## src/rtl/sv39_ptw.sv

```systemverilog
// Sv39 hardware page-table walker: turns a virtual address into a physical address
// or a page fault by reading up to three PTEs over the data bus. No TLB, no A/D updates.

package sv39_ptw_pkg;
  typedef enum logic [2:0] {MSIZE1, MSIZE2, MSIZE4, MSIZE8} msize_t;

  typedef struct packed {
    logic        valid;
    logic [63:0] addr;
    msize_t      size;
    logic [7:0]  strobe;
    logic [63:0] data;
  } dbus_req_t;

  typedef struct packed {
    logic        addr_ok;
    logic        data_ok;
    logic [63:0] data;
  } dbus_resp_t;

  typedef struct packed {
    logic [3:0]  mode;
    logic [15:0] asid;
    logic [43:0] ppn;
  } satp_t;

  typedef struct packed {
    logic [9:0]  reserved;
    logic [43:0] ppn;
    logic [1:0]  rsw;
    logic        d;
    logic        a;
    logic        g;
    logic        u;
    logic        x;
    logic        w;
    logic        r;
    logic        v;
  } Sv39_entry_t;
endpackage

module sv39_ptw
  import sv39_ptw_pkg::*;
#(
  parameter logic [3:0] SV39_MODE = 4'd8,
  parameter logic [3:0] BARE_MODE = 4'd0
) (
  input  logic        clk,
  input  logic        reset,
  input  logic        req_valid,
  output logic        req_ready,
  input  logic [63:0] req_vaddr,
  input  logic        req_is_write,
  input  logic        req_is_fetch,
  input  satp_t       satp,
  input  logic [1:0]  priv,
  output logic        resp_valid,
  output logic [63:0] resp_paddr,
  output logic        resp_fault,
  output dbus_req_t   dreq,
  input  dbus_resp_t  dresp
);

  typedef enum logic [1:0] {IDLE, REQ, WAIT, DONE} state_t;

  state_t      state_q, state_n;
  logic [1:0]  level_q, level_n;
  logic [55:0] base_q, base_n;
  logic [38:0] va_q, va_n;
  logic        is_write_q, is_write_n;
  logic        is_fetch_q, is_fetch_n;
  logic [1:0]  priv_q, priv_n;
  logic [63:0] paddr_q, paddr_n;
  logic        fault_q, fault_n;

  Sv39_entry_t pte;
  logic [8:0]  vpn_sel;
  logic [55:0] pte_addr;
  logic        pte_arrive;
  logic        pte_fault;
  logic        pte_leaf;
  logic [55:0] pte_pa;
  logic        misaligned, perm_ok, user_ok, ad_ok;
  logic        canonical;
  logic        unused_bits;

  assign pte       = dresp.data;
  assign canonical = (req_vaddr[63:39] == {25{req_vaddr[38]}});
  assign unused_bits = ^{satp.asid, pte.reserved, pte.rsw, pte.g};

  always_comb begin
    case (level_q)
      2'd2:    vpn_sel = va_q[38:30];
      2'd1:    vpn_sel = va_q[29:21];
      default: vpn_sel = va_q[20:12];
    endcase
  end

  assign pte_addr   = base_q + {44'b0, vpn_sel, 3'b000};
  assign pte_arrive = ((state_q == REQ) && dresp.addr_ok && dresp.data_ok) ||
                      ((state_q == WAIT) && dresp.data_ok);

  assign misaligned = ((level_q == 2'd2) && (pte.ppn[17:0] != 18'd0)) ||
                      ((level_q == 2'd1) && (pte.ppn[8:0] != 9'd0));
  assign perm_ok    = is_fetch_q ? pte.x : (is_write_q ? pte.w : pte.r);
  assign user_ok    = (priv_q == 2'd0) ? pte.u : ((priv_q == 2'd1) ? !pte.u : 1'b1);
  assign ad_ok      = pte.a && (!is_write_q || pte.d);

  // Classify the returned PTE: invalid, pointer to the next level, or leaf.
  always_comb begin
    pte_fault = 1'b0;
    pte_leaf  = 1'b0;
    pte_pa    = '0;
    if (!pte.v || (!pte.r && pte.w)) begin
      pte_fault = 1'b1;
    end else if (!pte.r && !pte.x) begin
      pte_fault = (level_q == 2'd0);
    end else begin
      pte_leaf  = 1'b1;
      pte_fault = misaligned || !perm_ok || !user_ok || !ad_ok;
      case (level_q)
        2'd2:    pte_pa = {pte.ppn[43:18], va_q[29:21], va_q[20:12], va_q[11:0]};
        2'd1:    pte_pa = {pte.ppn[43:9], va_q[20:12], va_q[11:0]};
        default: pte_pa = {pte.ppn, va_q[11:0]};
      endcase
    end
  end

  always_ff @(posedge clk) begin
    if (reset) begin
      state_q    <= IDLE;
      level_q    <= 2'd0;
      base_q     <= '0;
      va_q       <= '0;
      is_write_q <= 1'b0;
      is_fetch_q <= 1'b0;
      priv_q     <= 2'd0;
      paddr_q    <= '0;
      fault_q    <= 1'b0;
    end else begin
      state_q    <= state_n;
      level_q    <= level_n;
      base_q     <= base_n;
      va_q       <= va_n;
      is_write_q <= is_write_n;
      is_fetch_q <= is_fetch_n;
      priv_q     <= priv_n;
      paddr_q    <= paddr_n;
      fault_q    <= fault_n;
    end
  end

  always_comb begin
    state_n    = state_q;
    level_n    = level_q;
    base_n     = base_q;
    va_n       = va_q;
    is_write_n = is_write_q;
    is_fetch_n = is_fetch_q;
    priv_n     = priv_q;
    paddr_n    = paddr_q;
    fault_n    = fault_q;
    case (state_q)
      IDLE: begin
        if (req_valid) begin
          va_n       = req_vaddr[38:0];
          is_write_n = req_is_write;
          is_fetch_n = req_is_fetch;
          priv_n     = priv;
          state_n    = DONE;
          if ((priv == 2'd3) || (satp.mode == BARE_MODE)) begin
            paddr_n = req_vaddr;
            fault_n = 1'b0;
          end else if ((satp.mode != SV39_MODE) || !canonical) begin
            paddr_n = '0;
            fault_n = 1'b1;
          end else begin
            level_n = 2'd2;
            base_n  = {satp.ppn, 12'h000};
            fault_n = 1'b0;
            state_n = REQ;
          end
        end
      end
      REQ:     if (dresp.addr_ok && !dresp.data_ok) state_n = WAIT;
      WAIT:    ;
      DONE:    state_n = IDLE;
      default: state_n = IDLE;
    endcase
    if (pte_arrive) begin
      if (pte_fault) begin
        state_n = DONE;
        fault_n = 1'b1;
        paddr_n = '0;
      end else if (pte_leaf) begin
        state_n = DONE;
        fault_n = 1'b0;
        paddr_n = {8'b0, pte_pa};
      end else begin
        state_n = REQ;
        level_n = level_q - 2'd1;
        base_n  = {pte.ppn, 12'h000};
      end
    end
  end

  always_comb begin
    req_ready  = (state_q == IDLE);
    resp_valid = (state_q == DONE);
    resp_fault = resp_valid && fault_q;
    resp_paddr = (resp_valid && !fault_q) ? paddr_q : '0;
    dreq       = '0;
    if (state_q == REQ) begin
      dreq.valid = 1'b1;
      dreq.addr  = {8'b0, pte_addr};
      dreq.size  = MSIZE8;
    end
  end

endmodule

```

## config.mk

```make
export PLATFORM = sky130hd
export DESIGN_NAME = sv39_ptw
export DESIGN_NICKNAME = d
export VERILOG_FILES = /design/src/rtl/sv39_ptw.sv
export SDC_FILE = /design/constraint.sdc
export NUM_CORES = 1
export LEC_CHECK = 0
export CORE_MARGIN = 2
export CORE_UTILIZATION = 40
export CTS_CLUSTER_SIZE = 25
export DETAILED_ROUTE_END_ITERATION = 16
export PLACE_DENSITY_LB_ADDON = 0.12
export RECOVER_POWER = 25
export SYNTH_ARGS = -nofsm -noshare
export SYNTH_HDL_FRONTEND = slang
export SYNTH_SLANG_ARGS = --single-unit
export TNS_END_PERCENT = 1
```

## constraint.sdc

```tcl
create_clock -name clk -period 3.82 [get_ports clk]
set_input_delay 0.764 -clock clk [delete_from_list [all_inputs] [get_ports clk]]
set_output_delay 0.764 -clock clk [all_outputs]
set_load 0.03 [all_outputs]
```

Word level (Yosys, flattened, before mapping)

Cells that the tools add are included.

Bits in registers: 168
RAM bits: 0
Latch bits: 0
Memory bits (read-only): 0
Memories: 0

Bitwise gates (word level): 0
Equality and inequality tests: 11
Reduce and logical (&&, ||, !) cells: 40
Divide/modulo/power cells: 0
Shift operators: 0
Add/subtract/negate cells: 2
Muxes and demuxes: 50
Multipliers: 0
Order comparisons: 0

Operators with widths:

| kind                                                   | number |
|---|---|
| two-way mux 64 bit                                     | 8 |
| two-way mux 56 bit                                     | 9 |
| two-way mux 68 bit                                     | 1 |
| one-hot mux 30 bit (2 select lines)                    | 1 |
| adder 56 x 12 -> 56 bit                                | 1 |
| two-way mux 2 bit                                      | 14 |
| == test 25 bit                                         | 1 |
| one-hot mux 9 bit (2 select lines)                     | 1 |
| nonzero test 18 bit                                    | 1 |
| two-way mux 1 bit                                      | 15 |
| logical AND 1 bit                                      | 11 |
| zero test 1 bit                                        | 11 |
| logical OR 1 bit                                       | 9 |
| nonzero test 9 bit                                     | 1 |
| == test 2 bit (second input constant)                  | 4 |
| == test 2 x 1 -> 1 bit (second input constant)         | 3 |
| zero test 2 bit                                        | 3 |
| one-hot mux 2 bit (3 select lines)                     | 1 |
| zero test 4 bit                                        | 1 |
| inequality test 4 bit (second input constant)          | 1 |
| nonzero test 4 bit                                     | 1 |
| inequality test 3 x 2 -> 1 bit (second input constant) | 1 |
| inequality test 3 bit (second input constant)          | 1 |
| AND reduction 3 bit                                    | 1 |
| other kinds (2)                                        | 2 |

Longest topological paths before layout

Gate-level depths: netlist of run 1.

Depth after elaboration: 10
Mapped depth: 15
Depth with buffers taken out: 13

Least setup slack after synthesis of run 1

Ideal clock, no wire load.

Path type: reg2out
Start: register level_q[0]
End: output dreq[118] (netlist name)
Arrival: 3.586 ns
Stages on the path, launching flop included: 16
Slack: -0.530 ns
Data required time: 3.056 ns
Path through: dfxtp_1 inv_1 ha_1 clkbuf_1 clkbuf_1 a21oi_1 ha_1 inv_1 fa_1 nand2b_1 a21oi_1 a21oi_1 clkbuf_1 a2111oi_0 xnor2_1 nor2_1

RTL lines:

| what                     | line | text |
|---|---|---|
| start: declaration       | 67   | `logic [1:0] level_q, level_n;` |
| start signal: assignment | 142  | `level_q <= level_n;` |
| end: declaration         | 60   | `output dbus_req_t dreq,` |

==> impl_metrics.toml, run 1 <==
[setup_path]
cp_slowest_cell = "a2111o_1"
cp-start-kind = "flop"
reg2reg_slack_ps = 1040
cp.required_ps = 3060
crit_top_cell = "buf_6"
arrival_ps = 3470
critPathLaunch = "level_q[1]"
cpPeakStageDelay_ps = 560
worstSetupEndpointType = "primary output"
crit_type = "flop to primary output"
worstReg2RegStart = "state_q[1]"
crit_chain = "inv_4, ha_4, buf_6, nor2_1, a21oi_1, ha_1, a21oi_2, and3b_1, a2111o_1, buf_4, or3_4, a21oi_4, buf_6"
path_max_fanout = 16

[global_routing]
grt_pass1_vias = 9662
grt_max_degree = 59
overflow = 0
grtUsageTotal_pct = 26.7
grt_pass1_wl_mm = 55.5
antenna_found_initial = 1

[clocking]
clock-sinks = 168
cts_made_buffers = 17
clockBufferDepth = 2
clock_tree.root_cell = "clkbuf_16"
clk_pin_slew_ps = 80
h-tree-depth = 4
clock_latency_ps = 440
cts_tree = "done"

[layout]
final-seq-area_um2 = 3370
multi_input_area_um2 = 6580
fillers = 2322
area_growth_syn_to_layout_pct = 44.8
utilization_pct = 58.8
drive_gt1_share_pct = 16.6
final_nets = 1810

[synth]
yosys.cell_types.count = 64
synthXorXnorAreaFrac_pct = 3.26
synth.avg_cell_area_um2 = 7.91
synth_compound_area_share_pct = 23.4
ys_async_sr_fraction_pct = 0
synth_enable_flop_cells = 0
synth-simple-area-share_pct = 23.3
synth_area_um2 = 10200
synth_top_family_by_area = "compound AO/OA/AOI/OAI gates"
synthCells = 1289
yosysWarnings = 0
synth.yosys.seq_area_share_pct = 33.0
synth_mux_area_share_pct = 4.61
ys_ff_latch = 168
ys.flop_type = "dfxtp_1"
synthAdderAreaFrac_pct = 2.28

[routing]
drc = 0
postRouteWirelength_mm = 36.6
drtIter0Drc = 805
detail-route-antenna-nets = 0
wire_per_inst_um = 18.9
vias = 10400
viasPerCell = 5.37
first_pass_iters = 5

[sta]
fin_setup_tns_ps = -10620
fmax_ghz = 0.236
maxSlewViolCount = 0
fin_crit_ps = 4240
hold-worst-slack_ps = 447
finalSetupViolCount = 45
grt_setup_unrepaired = "true"
slew_headroom_pct = 18.0
hold_violations = 0
fin_worst_skew_ps = 14.6
timing.final.ws_setup_ps = -415
tightest_slew_ps = 1230
finalCritPeriodShare_pct = 111

[floorplan]
fp.dieH_um = 164
dieArea_um2 = 26800
dieWidth_um = 164
ios = 408
initial_core_util_pct = 40.6
rows = 58
core_area_um2 = 25100

[status]
status = "finished, violations left"
violations = "setup timing"

[place]
placement.setup.worst_slack_ps = -188
dp_hpwl_mm = 27.8
routabilityCongestion = 0.941
portBuffers = 297

[power]
p_leak_nw = 5.77
power.total_mw = 5.35
powerDensity_nw_per_um2 = 362
vdd.ir_drop.worst_mv = 0.302

[worst_hold_path]
min_path_type = "flop to flop"
worstHoldStart = "paddr_q[55]"

[run]
drv_cap = 0
## registers in the layout, indices dropped and copies added, names as in the netlist
register / count
base_q: 56
fault_q: 1
is_fetch_q: 1
is_write_q: 1
level_q: 2
paddr_q: 64
priv_q: 2
state_q: 2
va_q: 39
## routing by layer
layer,up-vias,routed length [um],global-route usage (%)
li1,5043,-,-
met1,4920,16500,37.3
met2,409,17200,42.7
met3,37,2340,4.27
met4,0,612,7.26
met5,-,0,0
## cell usage in the layout (no fill, tap or decap), types with 33 or more instances in the layout
cell type	instances
o21ai_0	47
nor3_1	33
conb_1	81
and2_1	76
mux2i_1	45
buf_4	93
clkdlybuf4s50_1	239
a21oi_1	74
nand3_1	33
nand2_1	160
dfxtp_1	166
nor2_1	74
## report_power, final
group / leakage, nW / internal [mW] / switching [mW]
Sequential: 1.36 / 1.89 / 0.113
Combinational: 4.10 / 0.559 / 0.938
Clock: 0.310 / 0.962 / 0.893
Total: 5.77 / 3.41 / 1.94
## through the flow
step | cells | cell area (um^2)
2_1_floorplan | 1369 | 10700
3_3_place_gp | 1896 | 13700
3_5_place_dp | 1896 | 13700
4_1_cts | 1933 | 14700
5_1_grt | 1935 | 14800
6_report | 1939 | 14800
## path summary, 6_finish.rpt
| path | to | cells after the start |
|---|---|---|
| worst min-delay path | paddr_q[55] | 1 |
| worst max-delay path | dreq[123] | 13 |
| worst min register to register | paddr_q[55] | 1 |
| worst max register to register | paddr_q[35] | 8 |
## critical path: cells and delay by family (launching register included)
family,cells,cell delay [ps]
fa+ha+maj,2,530
flops,1,380
simple gates,3,580
buf+inv,4,580
compound gates,4,960
## cell type report
cell class / instances / share of cell area [%]
clock buffer: 17 / 2.88
antenna: 5 / 0.0847
sequential: 168 / 22.8
tap: 330 / 2.80
clock inverter: 15 / 1.51
inverter: 17 / 0.449
multi-input combinational: 1017 / 44.6
timing repair buffer: 370 / 24.9
## synthesized netlist by cell type (23+ instances only)
cell type	n	area share, %
o21ai_0	50	2.5
nor2_1	96	3.5
a221o_1	29	2.8
a22o_1	27	2.3
nor3_1	35	1.7
buf_4	86	6.3
a22oi_1	26	1.9
and2_1	77	4.7
a211oi_1	24	1.8
nand3_1	34	1.7
mux2i_1	47	4.6
clkbuf_1	65	2.4
a21o_1	23	1.7
dfxtp_1	168	33
a21oi_1	92	4.5
nand2_1	161	5.9
## cells by family (layout without fill, tap and decap cells)
family	Yosys count	in the layout
compound gates	343	343
xor+xnor	38	38
fa+ha+maj	18	18
buf+inv	184	419
flops	168	168
mux	47	47
other cells	1	86
simple gates	490	490
## what timing repair did
action                                  CTS  global route
endpoints found under the hold margin     0             0
pin swaps                                36            10
setup buffers                             5             1
endpoints found under the setup margin   48            48
hold buffers                              0             0
gates resized for setup                  65            20
(Power assumes the default switching activity.)
==> inputs of run 2 (changes only) <==
--- a/config.mk
+++ b/config.mk
@@ -10,7 +10,7 @@
 export CTS_CLUSTER_SIZE = 25
 export DETAILED_ROUTE_END_ITERATION = 16
 export PLACE_DENSITY_LB_ADDON = 0.12
-export RECOVER_POWER = 25
+export RECOVER_POWER = 50
 export SYNTH_ARGS = -nofsm -noshare
 export SYNTH_HDL_FRONTEND = slang
 export SYNTH_SLANG_ARGS = --single-unit
==> run 2 against run 1 <==
The flow still finishes with violations (setup timing). Power about the same. Non-clock buffer count unchanged. Highest routed layer unchanged. Combinational power about the same.
==> impl_metrics.toml, run 2 (synthesis gave the netlist of run 1 again) <==
[place]
portBuffers = 297
dp_hpwl_mm = 27.8
routabilityCongestion = 0.941
post_dp_cell_area_um2 = 13700

[setup_path]
cpPeakStageDelay_ps = 560
crit_top_cell = "buf_6"
reg2reg_slack_ps = 1040
crit_type = "flop to primary output"
reg2reg_to = "paddr_q[35]"
r2r.worst_path.cells = 8
path_delay_family = "compound AO/OA/AOI/OAI gates"
cp.required_ps = 3060
cp.depth = 13
path_buf_inv = 4
worstReg2RegStart = "state_q[1]"
worstSetupEndpointType = "primary output"
cp-endpoint = "dreq[123]"
path_max_fanout = 16
crit_chain = "inv_4, ha_4, buf_6, nor2_1, a21oi_1, ha_1, a21oi_2, and3b_1, a2111o_1, buf_4, or3_4, a21oi_4, buf_6"
arrival_ps = 3470
cp_slowest_cell = "a2111o_1"
cp-start-kind = "flop"
critPathLaunch = "level_q[1]"

[clocking]
clock_tree.root_cell = "clkbuf_16"
h-tree-depth = 4
cts_made_buffers = 17
clk_pin_slew_ps = 80
clock_latency_ps = 440
hold_buffers = 0
clock-sinks = 168
clockBufferDepth = 2
cts_tree = "done"

[sta]
fmax_ghz = 0.236
finalCritPeriodShare_pct = 111
tightest_slew_ps = 1220
fin_worst_skew_ps = 13.5
timing.final.ws_setup_ps = -411
maxSlewViolCount = 0
fin_crit_ps = 4230
grt_setup_unrepaired = "true"
hold-worst-slack_ps = 447
finalSetupViolCount = 66
slew_headroom_pct = 18.4
hold_violations = 0

[layout]
top_register = "paddr_q"
area_growth_syn_to_layout_pct = 44.7
fillers = 2325
design_area_um2 = 14700
drive_gt1_share_pct = 16.6
utilization_pct = 58.7
final_common_cell = "clkdlybuf4s50_1"
largest_reg_flops = 64
reg.largest.list = "paddr_q: 64 flops, base_q: 56 flops, va_q: 39 flops"
final_nets = 1810
layout_common_cells = "232 x clkdlybuf4s50_1, 166 x dfxtp_1, 160 x nand2_1"

[global_routing]
grt_pass1_vias = 9662
overflow = 0
antenna_found_initial = 1
grt_max_degree = 59
grtUsageTotal_pct = 26.7
grt_pass1_wl_mm = 55.5

[status]
status = "finished, violations left"
violations = "setup timing"

[floorplan]
core_area_um2 = 25100
ios = 408
initial_core_util_pct = 40.6
dieWidth_um = 164
rows = 58
dieArea_um2 = 26800
fp.dieH_um = 164

[worst_hold_path]
min_path_type = "flop to flop"

[run]
drv_cap = 0

[routing]
detail-route-antenna-nets = 0
drc = 0
vias = 10500
wire_per_inst_um = 19.0
viasPerCell = 5.41
drtIter0Drc = 843
first_pass_iters = 5
postRouteWirelength_mm = 36.7

[power]
vdd.ir_drop.worst_mv = 0.302
powerDensity_nw_per_um2 = 363
p_leak_nw = 5.79
==> run 2: worst min path at each step <==
stage,startpoint,endpoint,slack [ps],depth (start not counted)
after detailed placement,paddr_q[55],paddr_q[55],430,1
after global routing,paddr_q[55],paddr_q[55],470,1
after CTS,paddr_q[49],paddr_q[49],450,1
after floorplan,paddr_q[38],paddr_q[38],420,1
final,paddr_q[55],paddr_q[55],450,1
after global placement,paddr_q[39],paddr_q[39],420,1
==> run 2: power by group <==
| group | leakage [nW] | internal (mW) | switching [mW] | total, mW |
|---|---|---|---|---|
| registers | 1.36 | 1.89 | 0.114 | 2.00 |
| clock network | 0.310 | 0.962 | 0.896 | 1.86 |
| logic | 4.11 | 0.556 | 0.940 | 1.50 |
==> run 2: timing repair <==
action | in CTS | in global routing
pin swaps | 36 | 10
setup buffers | 5 | 1
resized for setup | 65 | 20
gates cloned | 0 | 0
setup endpoints to repair | 48 | 48
==> run 2: through the flow <==
stage	worst slack, ps	power [mW]	std cells	setup TNS [ps]
after global placement	-154	3.48	1896	-1720
after global routing	-509	5.59	1935	-23030
final	-411	5.36	1938	-11130
after CTS	-375	5.37	1933	-11110
after detailed placement	-188	3.50	1896	-2130
after floorplan	-110	2.94	1369	-1860
==> run 2: routing by layer <==
metal	wire length [um]	share of wire, %	vias up	global-route usage [%]
met2	17200	47	406	42.7
met3	2190	5.9	38	4.27
met4	610	1.7	0	7.26
met1	16700	45	5005	37.3
met5	0	0	-	0
li1	-	-	5043	-
==> run 2: area by class of cell <==
cell class / count / area (um^2) / area share, %
clock inverter: 15 / 223 / 1.51
clock buffer: 17 / 425 / 2.88
multi-input combinational: 1017 / 6580 / 44.6
tap: 330 / 413 / 2.80
antenna: 4 / 10.0 / 0.0679
sequential: 168 / 3370 / 22.8
inverter: 17 / 66.3 / 0.450
timing repair buffer: 370 / 3660 / 24.8
==> inputs of run 3 (changes only) <==
--- a/config.mk
+++ b/config.mk
@@ -5,6 +5,8 @@
 export SDC_FILE = /design/constraint.sdc
 export NUM_CORES = 1
 export LEC_CHECK = 0
+export ABC_AREA = 0
+export CAP_MARGIN = 20
 export CORE_MARGIN = 2
 export CORE_UTILIZATION = 40
 export CTS_CLUSTER_SIZE = 25
==> run 3 against run 2 <==
Via count is 0.25% lower. Clock-buffer cell count stayed put. The run still ends with setup timing left. Largest cell class unchanged. First-iteration DRC count is 6.8% lower. Worst hold slack hardly changed. Worst setup slack worse by 22 ps. Flip-flop and latch count stayed put. Clock power hardly changed. Fmax is 0.53% lower. Combinational power hardly changed. Sequential power hardly changed. Power hardly changed. Critical endpoint unchanged. Non-clock buffer count is 1 higher.
==> impl_metrics.toml, run 3 (synthesis gave the netlist of run 1 again) <==
[clocking]
clock_latency_ps = 440
clockBufferDepth = 2
clock_tree.root_cell = "clkbuf_16"
cts_tree = "done"
hold_buffers = 0
clock-sinks = 168
clk_pin_slew_ps = 80
h-tree-depth = 4
cts_made_buffers = 17

[power]
powerDensity_nw_per_um2 = 363
power.total_mw = 5.36
p_leak_nw = 5.80
vdd.ir_drop.worst_mv = 0.303

[place]
post_dp_cell_area_um2 = 13700
dp_hpwl_mm = 27.8
routabilityCongestion = 0.941
dpl.cell_count = 1896
portBuffers = 297
placement.setup.worst_slack_ps = -188

[setup_path]
reg2reg_slack_ps = 1040
path_max_fanout = 16
worstSetupEndpointType = "primary output"
crit_chain = "inv_4, ha_4, buf_6, nor2_1, a21oi_1, ha_1, a21oi_2, and3b_1, a2111o_1, buf_4, or3_4, a21oi_4, buf_6"
arrival_ps = 3490
cp_slowest_cell = "a2111o_1"
path_delay_family = "compound AO/OA/AOI/OAI gates"
path_buf_inv = 4
cp.required_ps = 3060
cpPeakStageDelay_ps = 560
crit_top_cell = "buf_6"
crit_type = "flop to primary output"
cp-start-kind = "flop"

[routing]
drc = 0
wire_per_inst_um = 19.0
viasPerCell = 5.40
drtIter0Drc = 786
first_pass_iters = 6
vias = 10500
detail-route-antenna-nets = 0
postRouteWirelength_mm = 36.7

[global_routing]
grtUsageTotal_pct = 26.7
use_met3_pct = 4.27
gr-usage-met2_pct = 42.7
overflow = 0
grt_pass1_vias = 9662
grt_max_degree = 59
top_usage_layer = "met2"
met1_usage_pct = 37.3
antenna_found_initial = 1
grt_pass1_wl_mm = 55.5

[floorplan]
dieWidth_um = 164
dieArea_um2 = 26800
rows = 58
ios = 408
fp.dieH_um = 164
initial_core_util_pct = 40.6
core_area_um2 = 25100

[layout]
drive_gt1_share_pct = 16.7
top_register = "paddr_q"
layout_common_cells = "232 x clkdlybuf4s50_1, 166 x dfxtp_1, 160 x nand2_1"
area_growth_syn_to_layout_pct = 44.9
final_nets = 1811
reg.largest.list = "paddr_q: 64 flops, base_q: 56 flops, va_q: 39 flops"
final_common_cell = "clkdlybuf4s50_1"
finalNonFillerCells = 1939
largest_reg_flops = 64
design_area_um2 = 14800

[worst_hold_path]
min_path_type = "flop to flop"

[sta]
grt_setup_unrepaired = "true"
maxSlewViolCount = 0
hold_violations = 0
finalSetupViolCount = 58
hold-worst-slack_ps = 447
finalCritPeriodShare_pct = 111
timing.final.ws_setup_ps = -433
slew_headroom_pct = 18.6
tightest_slew_ps = 1220
fin_worst_skew_ps = 13.9
fmax_ghz = 0.235
fin_crit_ps = 4250

[status]
status = "finished, violations left"
violations = "setup timing"

[run]
drv_cap = 0
[run 3: changes by cell type in the layout (fill, tap and decap cells not counted)]
cell | before | now
buf_16 | 0 | 1
[run 3: final timing paths]
path,start,end,cells past startpoint
max,level_q[1],dreq[123],13
min,paddr_q[55],paddr_q[55],1
max reg2reg,state_q[1],paddr_q[8],8
min reg2reg,paddr_q[55],paddr_q[55],1
[run 3: through the flow]
step | setup TNS, ps | util (%)
floorplan | -1860 | -
global placement | -1720 | 54.7
detailed placement | -2130 | 54.7
CTS | -11110 | 58.4
global route | -23030 | 58.8
finish | -11580 | 58.8
[run 3: layer usage]
layer  wire length (um)  vias up
met2              17200      403
met5                  0        -
met1              16600     4987
met3               2330       38
met4                640        0
li1                   -     5038
[run 3: what timing repair did]
item                       4_1_cts  5_1_grt
resized for setup               65       20
setup endpoints to repair       48       48
buffers inserted                 5        1
hold endpoints to repair         0        0
pin swaps                       36       10
[run 3: cell type report]
class                   instances  area, um^2
well taps                     330         413
fillers                      2323       10300
clock inverters                15         223
diodes                          4        10.0
flip-flops and latches        168        3370
clock buffers                  17         425
inverters                      17        66.3
repair buffers                371        3690
multi-input cells            1017        6580
[run 3: where the power goes]
| part | internal, mW | leakage [nW] | total [mW] | switching (mW) |
|---|---|---|---|---|
| Clock | 0.962 | 0.310 | 1.86 | 0.897 |
| Combinational | 0.560 | 4.13 | 1.50 | 0.940 |
| Sequential | 1.89 | 1.36 | 2.00 | 0.114 |
